File: config.mk
export PLATFORM = sky130hd
export DESIGN_NAME = wb_master_blk_flat
export DESIGN_NICKNAME = d
export VERILOG_FILES = /design/src/rtl/wb_master_blk_if.sv /design/src/rtl/wb_master_blk.sv /design/src/flat_wrapper.sv
export SDC_FILE = /design/constraint.sdc
export NUM_CORES = 1
export LEC_CHECK = 0
export BUFFER_PORTS_ARGS = -buffer_cell sky130_fd_sc_hd__buf_2
export CORE_MARGIN = 3
export CORE_UTILIZATION = 44
export CTS_CLUSTER_DIAMETER = 200
export DETAILED_ROUTE_END_ITERATION = 16
export PLACE_DENSITY = 0.77
export REMOVE_ABC_BUFFERS = 1
export SLEW_MARGIN = 20
export SYNTH_ARGS = -nofsm -noshare
export SYNTH_HDL_FRONTEND = slang
export SYNTH_SLANG_ARGS = --single-unit
File: constraint.sdc
create_clock -name clk -period 2.4 [get_ports clk]
set_clock_uncertainty 0.1 [all_clocks]
set_input_delay 0.48 -clock clk [delete_from_list [all_inputs] [get_ports clk]]
set_output_delay 0.48 -clock clk [all_outputs]
set_load 0.005 [all_outputs]
File: src/rtl/wb_master_blk_if.sv
// wb_master_blk_if: WISHBONE classic bus between the block-transfer master and the interconnect.
// Latency: none, wires only.
// Backpressure: the slave stalls a beat by withholding ack/err/rty.
interface wb_master_blk_if #(
  parameter int AW = 32,
  parameter int DW = 32
) ();
  logic [AW-1:0]   adr;
  logic [DW-1:0]   dout;
  logic [DW-1:0]   din;
  logic            cyc;
  logic            stb;
  logic            we;
  logic [DW/8-1:0] sel;
  logic            ack;
  logic            err;
  logic            rty;

  modport master (
    output adr, dout, cyc, stb, we, sel,
    input  din, ack, err, rty
  );

  modport slave (
    input  adr, dout, cyc, stb, we, sel,
    output din, ack, err, rty
  );
endinterface

File: src/rtl/wb_master_blk.sv
// wb_master_blk: block-transfer WISHBONE master, runs a burst as back-to-back classic single-beat cycles.
// Latency: strobe 1 cycle after read accept (after first word for writes); min beat 2 cycles; done 1 cycle after last beat.
// Backpressure: cmd_ready only in IDLE; wr_valid/rd_ready low stalls in FETCH/HOLD with cyc low.
// Optional: define WB_MBLK_TIMEOUT_EN for a BUS watchdog of TIMEOUT cycles reporting status 3.
module wb_master_blk #(
  parameter int AW        = 32,
  parameter int DW        = 32,
  parameter int LEN_W     = 16,
  parameter int MAX_RETRY = 4,
  parameter int TIMEOUT   = 256
) (
  input  logic              clk,
  input  logic              rst,
  input  logic              cmd_valid,
  output logic              cmd_ready,
  input  logic              cmd_we,
  input  logic [AW-1:0]     cmd_addr,
  input  logic [LEN_W-1:0]  cmd_len,
  input  logic [DW/8-1:0]   cmd_sel,
  input  logic              wr_valid,
  output logic              wr_ready,
  input  logic [DW-1:0]     wr_data,
  output logic              rd_valid,
  input  logic              rd_ready,
  output logic [DW-1:0]     rd_data,
  output logic              done,
  output logic [1:0]        status,
  wb_master_blk_if.master   wb
);

  localparam int SW = DW / 8;
  localparam int RW = $clog2(MAX_RETRY + 1);

  localparam logic [1:0] ST_OK    = 2'd0;
  localparam logic [1:0] ST_ERR   = 2'd1;
  localparam logic [1:0] ST_RETRY = 2'd2;
  localparam logic [1:0] ST_TMO   = 2'd3;

  typedef enum logic [2:0] {IDLE, FETCH, BUS, HOLD, BACKOFF, DONE} state_t;

  state_t state_q, state_d;

  logic [AW-1:0]    adr_q;
  logic [DW-1:0]    dout_q;
  logic [SW-1:0]    sel_q;
  logic             we_q;
  logic             cyc_q;
  logic             done_q;
  logic [1:0]       status_q;
  logic [DW-1:0]    rd_data_q;
  logic [LEN_W-1:0] rem_q;
  logic [RW-1:0]    rty_cnt_q;

  logic accept;
  logic wr_take;
  logic ack_hit;
  logic err_hit;
  logic rty_hit;
  logic rty_abort;
  logic tmo_hit;
  logic tmo_expired;
  logic last_word;

  // Words left counts the beat in flight, so 1 means this ack finishes the burst.
  assign last_word = (rem_q == LEN_W'(1));

`ifdef WB_MBLK_TIMEOUT_EN
  localparam int TW = $clog2(TIMEOUT + 1);
  logic [TW-1:0] tmo_cnt_q;

  assign tmo_expired = (tmo_cnt_q == TW'(TIMEOUT - 1));

  // Watchdog: counts consecutive unterminated BUS cycles, cleared on any exit from BUS.
  always_ff @(posedge clk or negedge rst) begin
    if (!rst) begin
      tmo_cnt_q <= '0;
    end else if (state_q == BUS && state_d == BUS) begin
      tmo_cnt_q <= tmo_cnt_q + 1'b1;
    end else begin
      tmo_cnt_q <= '0;
    end
  end
`else
  logic unused_timeout;
  assign unused_timeout = (TIMEOUT > 0);
  assign tmo_expired    = 1'b0;
`endif

  // Next-state decode plus one-hot event strobes for the datapath.
  always_comb begin
    state_d   = state_q;
    accept    = 1'b0;
    wr_take   = 1'b0;
    ack_hit   = 1'b0;
    err_hit   = 1'b0;
    rty_hit   = 1'b0;
    rty_abort = 1'b0;
    tmo_hit   = 1'b0;
    case (state_q)
      IDLE: begin
        if (cmd_valid) begin
          accept = 1'b1;
          if (cmd_len == '0) state_d = DONE;
          else if (cmd_we)   state_d = FETCH;
          else               state_d = BUS;
        end
      end
      FETCH: begin
        if (wr_valid) begin
          wr_take = 1'b1;
          state_d = BUS;
        end
      end
      BUS: begin
        // err wins over ack, ack wins over rty.
        if (wb.err) begin
          err_hit = 1'b1;
          state_d = DONE;
        end else if (wb.ack) begin
          ack_hit = 1'b1;
          if (!we_q)          state_d = HOLD;
          else if (last_word) state_d = DONE;
          else                state_d = FETCH;
        end else if (wb.rty) begin
          rty_hit = 1'b1;
          if (rty_cnt_q == RW'(MAX_RETRY - 1)) begin
            rty_abort = 1'b1;
            state_d   = DONE;
          end else begin
            state_d = BACKOFF;
          end
        end else if (tmo_expired) begin
          tmo_hit = 1'b1;
          state_d = DONE;
        end
      end
      HOLD: begin
        if (rd_ready) state_d = (rem_q == '0) ? DONE : BUS;
      end
      BACKOFF: state_d = BUS;
      DONE:    state_d = IDLE;
      default: state_d = IDLE;
    endcase
  end

  // State register.
  always_ff @(posedge clk or negedge rst) begin
    if (!rst) state_q <= IDLE;
    else      state_q <= state_d;
  end

  // Registered bus outputs, burst bookkeeping and completion status.
  always_ff @(posedge clk or negedge rst) begin
    if (!rst) begin
      adr_q     <= '0;
      dout_q    <= '0;
      sel_q     <= '0;
      we_q      <= 1'b0;
      cyc_q     <= 1'b0;
      done_q    <= 1'b0;
      status_q  <= ST_OK;
      rd_data_q <= '0;
      rem_q     <= '0;
      rty_cnt_q <= '0;
    end else begin
      cyc_q  <= (state_d == BUS);
      done_q <= (state_d == DONE);
      if (accept) begin
        adr_q     <= cmd_addr;
        sel_q     <= cmd_sel;
        we_q      <= cmd_we;
        rem_q     <= cmd_len;
        rty_cnt_q <= '0;
        status_q  <= ST_OK;
      end
      if (wr_take) dout_q <= wr_data;
      if (ack_hit) begin
        rty_cnt_q <= '0;
        rem_q     <= rem_q - 1'b1;
        adr_q     <= adr_q + AW'(SW);
        if (!we_q) rd_data_q <= wb.din;
      end
      if (rty_hit)   rty_cnt_q <= rty_cnt_q + 1'b1;
      if (rty_abort) status_q  <= ST_RETRY;
      if (err_hit)   status_q  <= ST_ERR;
      if (tmo_hit)   status_q  <= ST_TMO;
    end
  end

  assign cmd_ready = (state_q == IDLE);
  assign wr_ready  = (state_q == FETCH);
  assign rd_valid  = (state_q == HOLD);
  assign rd_data   = rd_data_q;
  assign done      = done_q;
  assign status    = status_q;

  assign wb.adr  = adr_q;
  assign wb.dout = dout_q;
  assign wb.sel  = sel_q;
  assign wb.we   = we_q;
  assign wb.cyc  = cyc_q;
  assign wb.stb  = cyc_q;

endmodule

File: src/flat_wrapper.sv
// flat-port wrapper written by rule: the top's interface ports become plain ports
module wb_master_blk_flat 
#(
  parameter int AW        = 32,
  parameter int DW        = 32,
  parameter int LEN_W     = 16,
  parameter int MAX_RETRY = 4,
  parameter int TIMEOUT   = 256
)
  (clk, rst, cmd_valid, cmd_ready, cmd_we, cmd_addr, cmd_len, cmd_sel, wr_valid, wr_ready, wr_data, rd_valid, rd_ready, rd_data, done, status, wb_adr, wb_dout, wb_cyc, wb_stb, wb_we, wb_sel, wb_din, wb_ack, wb_err, wb_rty);
  wb_master_blk_if #(.AW(AW), .DW(DW)) wb_i ();
  input  logic clk;
  input  logic rst;
  input  logic cmd_valid;
  output logic cmd_ready;
  input  logic cmd_we;
  input  logic [AW-1:0] cmd_addr;
  input  logic [LEN_W-1:0] cmd_len;
  input  logic [DW/8-1:0] cmd_sel;
  input  logic wr_valid;
  output logic wr_ready;
  input  logic [DW-1:0] wr_data;
  output logic rd_valid;
  input  logic rd_ready;
  output logic [DW-1:0] rd_data;
  output logic done;
  output logic [1:0] status;
  output wire logic [$bits(wb_i.adr)-1:0] wb_adr;
  output wire logic [$bits(wb_i.dout)-1:0] wb_dout;
  output wire logic [$bits(wb_i.cyc)-1:0] wb_cyc;
  output wire logic [$bits(wb_i.stb)-1:0] wb_stb;
  output wire logic [$bits(wb_i.we)-1:0] wb_we;
  output wire logic [$bits(wb_i.sel)-1:0] wb_sel;
  input wire logic [$bits(wb_i.din)-1:0] wb_din;
  input wire logic [$bits(wb_i.ack)-1:0] wb_ack;
  input wire logic [$bits(wb_i.err)-1:0] wb_err;
  input wire logic [$bits(wb_i.rty)-1:0] wb_rty;
  assign wb_adr = wb_i.adr;
  assign wb_dout = wb_i.dout;
  assign wb_cyc = wb_i.cyc;
  assign wb_stb = wb_i.stb;
  assign wb_we = wb_i.we;
  assign wb_sel = wb_i.sel;
  assign wb_i.din = wb_din;
  assign wb_i.ack = wb_ack;
  assign wb_i.err = wb_err;
  assign wb_i.rty = wb_rty;
  wb_master_blk #(.AW(AW), .DW(DW), .LEN_W(LEN_W), .MAX_RETRY(MAX_RETRY), .TIMEOUT(TIMEOUT)) u_core (.clk(clk), .rst(rst), .cmd_valid(cmd_valid), .cmd_ready(cmd_ready), .cmd_we(cmd_we), .cmd_addr(cmd_addr), .cmd_len(cmd_len), .cmd_sel(cmd_sel), .wr_valid(wr_valid), .wr_ready(wr_ready), .wr_data(wr_data), .rd_valid(rd_valid), .rd_ready(rd_ready), .rd_data(rd_data), .done(done), .status(status), .wb(wb_i));
endmodule
==> results of run 1 <==
==> critical path: cells and delay by family (launching register included) <==
kind	cells	cell delay, ns
flip-flops	1	0.39
AND/OR/NAND/NOR	5	1.71
==> cell type report <==
type	instances	area, um2	area share
Multi-Input combinational cell	362	2490	0.315
Tap cell	172	215	0.0273
Inverter	11	41.3	0.00524
Sequential cell	127	3180	0.403
Antenna cell	1	2.50	0.000318
Timing Repair Buffer	252	1350	0.171
Clock inverter	13	163	0.0206
Clock buffer	19	443	0.0562
==> power by group through the flow <==
stage | registers [uW] | logic, uW | clock network (uW)
3_5_place_dp | 3960 | 3530 | 0
2_1_floorplan | 3940 | 1740 | 0
3_3_place_gp | 3910 | 3420 | 0
5_1_grt | 4110 | 3890 | 2750
6_report | 3970 | 3510 | 2600
4_1_cts | 3950 | 3540 | 2640
==> sequential cells by signal, summed over array words and instances (netlist names) <==
register	count
u_core.rd_data	32
u_core.wb.adr	32
u_core.wb.dout	32
u_core.rem_q	16
u_core.wb.sel	4
u_core.rty_cnt_q	3
u_core.state_q	3
u_core.status	2
u_core.done	1
u_core.wb.cyc	1
u_core.wb.we	1
==> cell usage in the layout, fill, tap and decap left out, types with 11 or more instances in the layout <==
master	n
buf_2	232
dfrtp_1	127
nand2_1	80
mux2_2	64
nand3_1	31
o21ai_0	24
o211ai_1	24
clkbuf_16	17
nor2_1	16
buf_4	16
nand4_1	14
o311ai_0	13
inv_1	11
==> cell families after synthesis <==
family,after synthesis
adder cells (fa/ha/maj),5
flip-flops,127
AO/OA/AOI/OAI,100
multiplexers,67
AND/OR/NAND/NOR,189
buffers and inverters,38
XOR/XNOR,1
==> synthesized netlist by cell type, types with 4 or more instances <==
cell type,count,share of area
dfrtp_1,127,0.55
inv_1,11,0.0071
nand3_1,31,0.027
nor2_1,17,0.011
mux2_2,64,0.12
o211ai_1,24,0.031
nand2_1,80,0.052
nor3_1,7,0.0060
o21ai_0,24,0.021
a21oi_1,9,0.0078
nand4_1,14,0.015
nor4_1,11,0.012
ha_1,5,0.011
nor3b_1,4,0.0052
o311ai_0,13,0.020
clkbuf_1,18,0.012
or3_1,5,0.0054
buf_4,5,0.0065
a221o_1,10,0.017
==> per-layer routing <==
layer / GRT usage / vias up
met2: 0.413 / 297
met4: 0.0793 / 4
met1: 0.275 / 2549
li1: - / 2441
met5: 0 / -
met3: 0.0797 / 36
==> how the worst min path moves through the flow <==
stage | to | slack, ns | cells past startpoint
after floorplan | u_core.done | 0.08 | 0
after global placement | u_core.wb.sel[3] | 0.35 | 2
after detailed placement | u_core.wb.adr[0] | 0.36 | 2
after CTS | u_core.wb.adr[0] | 0.14 | 3
after global routing | u_core.wb.sel[0] | 0.16 | 3
final | u_core.wb.adr[0] | 0.16 | 3
==> through the flow <==
step,area [um2],setup TNS [ns],power (uW),util
6_report,7880,0,10100,0.617
3_3_place_gp,7260,0,7330,0.568
2_1_floorplan,5680,-105.17,5680,-
4_1_cts,7870,0,10100,0.616
5_1_grt,7880,0,10800,0.617
3_5_place_dp,7260,0,7490,0.568
==> what timing repair did <==
action,CTS,global route
setup endpoints to repair,0,1
hold buffers,1,0
resized for setup,0,1
endpoints found under the hold margin,38,0
==> impl_metrics.env, run 1 <==
export IMPL_status="complete, no violations"
export IMPL_worstPathCellList="or3b_4 > or3_4 > or3_1 > or3_1 > nand3_1"
export IMPL_reg2regPathDepth=5
export IMPL_crit_top_cell="or3_1"
export IMPL_synth_area_mux_share=0.129
export IMPL_critPathLaunch="u_core.state_q[0]"
export IMPL_synth_area_um2=5810
export IMPL_cts_made_buffers=17
export IMPL_critPathCapture="u_core.wb.adr[27]"
export IMPL_clock_latency_ns=0.41
export IMPL_synth_simple_gate_area_frac=0.159
export IMPL_worstPathMaxFanout=6
export IMPL_fillCellCount=1035
export IMPL_dr_wl_met2_um=8570
export IMPL_ir_drop_mv=0.520
export IMPL_detail_route_antenna_nets=0
export IMPL_drt_pass1_iterations=5
export IMPL_ys_warn_count=0
export IMPL_synth_cell_types=48
export IMPL_syn_to_final_growth_pct=35.6
export IMPL_top_layer="met5"
export IMPL_instances_no_fill=957
export IMPL_dieHeight_um=121
export IMPL_vias_per_cell=5.57
export IMPL_dp_hpwl_um=12900
export IMPL_pwr_density_cell_nw_per_um2=1280
export IMPL_nets=901
export IMPL_synth_edf_count=0
export IMPL_clock_path_buffers=2
export IMPL_end_kind="register"
export IMPL_p_leak_uw=0.00376
export IMPL_finalSetupViolCount=0
export IMPL_timing_hold_violations_final=0
export IMPL_tightest_slew_ns=0.866
export IMPL_drtIter0Drc=370
export IMPL_grt_pass1_vias=5271
export IMPL_synth_flop_cell="dfrtp_1"
export IMPL_start_util=0.455
export IMPL_synth_xor_area_frac=0.00151
export IMPL_slew_violations=0
export IMPL_post_cts_buffers=0
export IMPL_relSlewSlack=0.420
export IMPL_hold_path_class="in2reg"
export IMPL_antenna_found_initial=3
export IMPL_holdCritStartpoint="cmd_addr[0]"
export IMPL_ys_ff_latch=127
export IMPL_critPathLaunchType="register"
export IMPL_clockPowerShare=0.258
export IMPL_root_buffer="clkbuf_16"
export IMPL_synth_adder_area_share=0.0108
export IMPL_dr_total_vias=5327
export IMPL_rsz0062_at_grt="false"
export IMPL_synthCells=527
export IMPL_required_ns=2.64
export IMPL_hold_ws_ns=0.162
export IMPL_pwr_share_seq=0.394
export IMPL_worstPathArrival_ns=2.52
export IMPL_reg2reg_slack_ns=0.13
export IMPL_p_switching_uw=3470
export IMPL_cts_tree="yes"
export IMPL_critPathSlowestCell="or3_4"
export IMPL_port_buffers=233
export IMPL_syn_avg_cell_area_um2=11.0
export IMPL_core_area_um2=12800
export IMPL_pin_count=234
export IMPL_async_flop_share=1.00
export IMPL_placed_cells=923
export IMPL_synth_top_family_by_area="simple AND/OR/NAND/NOR gates"
export IMPL_cts_htree_levels=4
export IMPL_r2r_start="u_core.state_q[0]"
export IMPL_wirelength_um=17300
export IMPL_avgRoutedWirePerCell_um=18.1
export IMPL_synth_compound_area_frac=0.123
export IMPL_rows=41
export IMPL_grt_first_pass_wirelength_um=27000
export IMPL_timing_final_crit_period_ns=2.27
export IMPL_wl_met3_um=1760
export IMPL_p_int_uw=6630
export IMPL_overflow=0
export IMPL_worst_slack_ns=0.126
export IMPL_critPathMaxStageDelay_ns=0.43
export IMPL_clkTransAtPathRegs_ns=0.06
export IMPL_clock_fmax_ghz=0.440
export IMPL_maxCapViolCount=0
export IMPL_place_gp_congestion=0.849
export IMPL_grt_max_degree=52
export IMPL_synth_seq_area_share=0.547
export IMPL_die_w_um=121
export IMPL_dpl_worst_slack_ns=0.150
export IMPL_drive_above_1_share=0.453
export IMPL_clock_sinks=127
export IMPL_drc=0
export IMPL_drt_met1_wl_um=6600
export IMPL_worst_setup_path_type="reg2reg"
export IMPL_p_comb_frac=0.348
export IMPL_fp_dieArea_um2=14600
export IMPL_grtUsageTotal=0.238
export IMPL_switching_share=0.343
export IMPL_r2r_end="u_core.wb.adr[27]"
export IMPL_fin_crit_sh=0.947
Power figures use the tool's default switching activity.
==> run 2, diff against run 1 <==
- BUFFER_PORTS_ARGS: -buffer_cell sky130_fd_sc_hd__buf_2 -> -buffer_cell sky130_fd_sc_hd__clkbuf_2
- RECOVER_POWER: default -> 25
==> run 2 against run 1 <==
  * The flow now finishes with violations (max-capacitance violations, max-slew violations)
  * Core utilization shrank 0.12 points
  * Die area is the same
  * Global-route usage shrank 0.21 points
  * Setup slack gained 0.00086 ns
  * Largest power group unchanged
  * Sequential cell count is the same
  * Combinational power is essentially flat
  * Sequential power is essentially flat
  * Critical endpoint unchanged
  * Register-to-register slack is essentially flat
  * First-iteration DRC count shrank 20%
  * Non-clock buffer count shrank 1
  * Clock power is essentially flat
  * Fmax is essentially flat
==> impl_metrics.env, run 2 (synthesis gave the netlist of run 1 again) <==
export IMPL_end_kind="register"
export IMPL_wirelength_um=17000
export IMPL_hold_ws_ns=0.168
export IMPL_pin_count=234
export IMPL_detail_route_antenna_nets=0
export IMPL_fp_dieArea_um2=14600
export IMPL_worstPathArrival_ns=2.52
export IMPL_dieHeight_um=121
export IMPL_reg2regPathDepth=5
export IMPL_place_gp_congestion=0.848
export IMPL_root_buffer="clkbuf_16"
export IMPL_hold_buffers=0
export IMPL_clock_latency_ns=0.41
export IMPL_holdPathStages=3
export IMPL_rows=41
export IMPL_status="complete, but fails checks"
export IMPL_timing_final_crit_period_ns=2.27
export IMPL_setup_tns_ns=0
export IMPL_dp_hpwl_um=12900
export IMPL_core_area_um2=12800
export IMPL_critPathLaunchType="register"
export IMPL_die_w_um=121
export IMPL_p_leak_uw=0.00378
export IMPL_cts_htree_levels=4
export IMPL_port_buffers=233
export IMPL_drc=0
export IMPL_drtIter0Drc=296
export IMPL_drive_above_1_share=0.457
export IMPL_tightest_slew_ns=1.71
export IMPL_placed_cells=923
export IMPL_fillCellCount=1013
export IMPL_required_ns=2.64
export IMPL_relSlewSlack=-0.138
export IMPL_cts_made_buffers=17
export IMPL_overflow=0
export IMPL_violations="max-capacitance violations, max-slew violations"
export IMPL_grtUsageTotal=0.236
export IMPL_clock_sinks=127
export IMPL_grt_first_pass_wirelength_um=27000
export IMPL_fin_crit_sh=0.947
export IMPL_antenna_found_initial=0
export IMPL_final_common_cell="clkbuf_2"
export IMPL_finalSetupViolCount=0
export IMPL_clock_fmax_ghz=0.440
export IMPL_final_cell_mix="clkbuf_2 (232), dfrtp_1 (127), nand2_1 (80)"
export IMPL_start_util=0.455
export IMPL_num_antenna_cells=0
export IMPL_grt_pass1_vias=5317
export IMPL_clkTransAtPathRegs_ns=0.06
export IMPL_pwr_density_cell_nw_per_um2=1290
export IMPL_vias_per_cell=5.56
export IMPL_worst_setup_path_type="reg2reg"
export IMPL_grt_max_degree=128
export IMPL_avgRoutedWirePerCell_um=17.8
export IMPL_syn_to_final_growth_pct=35.4
export IMPL_rsz0062_at_grt="false"
export IMPL_nets=900
export IMPL_slew_violations=128
export IMPL_ir_drop_mv=0.519
export IMPL_hold_path_class="in2reg"
export IMPL_fin_util=0.616
export IMPL_drt_pass1_iterations=5
export IMPL_maxCapViolCount=1
export IMPL_instances_no_fill=954
export IMPL_dr_total_vias=5309
export IMPL_cts_tree="yes"
export IMPL_timing_hold_violations_final=0
export IMPL_worstPathMaxFanout=6
export IMPL_clock_path_buffers=2
==> run 2: critical path: stages (launching register included) <==
cell	delay, ns
dfrtp_1	0.43
or3b_4	0.44
or3_4	0.43
or3_4	0.38
or3_1	0.36
nand3_1	0.08
==> run 2: area by class of cell <==
type                       count  area, um2  share of cell area
clock buffer                  20        467              0.0593
inverter                      11       41.3             0.00525
tap                          172        215              0.0274
sequential                   127       3180               0.404
multi-input combinational    362       2490               0.317
clock inverter                11        139              0.0177
timing repair buffer         251       1330               0.169
==> run 2: per-layer routing <==
metal | vias up | track usage | part of all wire
li1 | 2457 | - | -
met1 | 2552 | 0.280 | 0.38
met2 | 263 | 0.397 | 0.50
met3 | 37 | 0.0732 | 0.097
met4 | 0 | 0.0970 | 0.024
met5 | - | 0 | 0
==> run 2: path summary, 6_finish.rpt <==
kind,slack (ns),start,to
worst max-delay path,0.13,u_core.state_q[1],u_core.wb.adr[27]
worst min-delay path,0.17,cmd_sel[0],u_core.wb.sel[0]
worst max register to register,0.13,u_core.state_q[1],u_core.wb.adr[27]
worst min register to register,0.38,u_core.wb.sel[0],u_core.wb.sel[0]
max in group asynchronous,0.60,rst,u_core.state_q[0]
min in group asynchronous,0.55,rst,u_core.wb.dout[20]
==> run 2: per-stage QoR <==
| stage | power (uW) | setup WS (ns) | cell area, um2 |
|---|---|---|---|
| final | 10100 | 0.127 | 7870 |
| after global routing | 10800 | 0.00261 | 7870 |
| after CTS | 10200 | 0.0464 | 7860 |
| after detailed placement | 7570 | 0.0442 | 7260 |
| after global placement | 7370 | 0.138 | 7260 |
| after floorplan | 5680 | -1.98 | 5680 |
==> run 2: power breakdown <==
| part | total, uW | switching (uW) | leakage (uW) | internal [uW] |
|---|---|---|---|---|
| sequential | 3990 | 830 | 0.00157 | 3160 |
| combinational | 3540 | 1720 | 0.00192 | 1810 |
| clock | 2590 | 895 | 0.000297 | 1700 |
==> run 2: repair_timing <==
item                                    in CTS  in global routing
gates resized for setup                      0                  4
endpoints found under the setup margin       0                  8
endpoints found under the hold margin        0                  0
buffers inserted                             0                  0
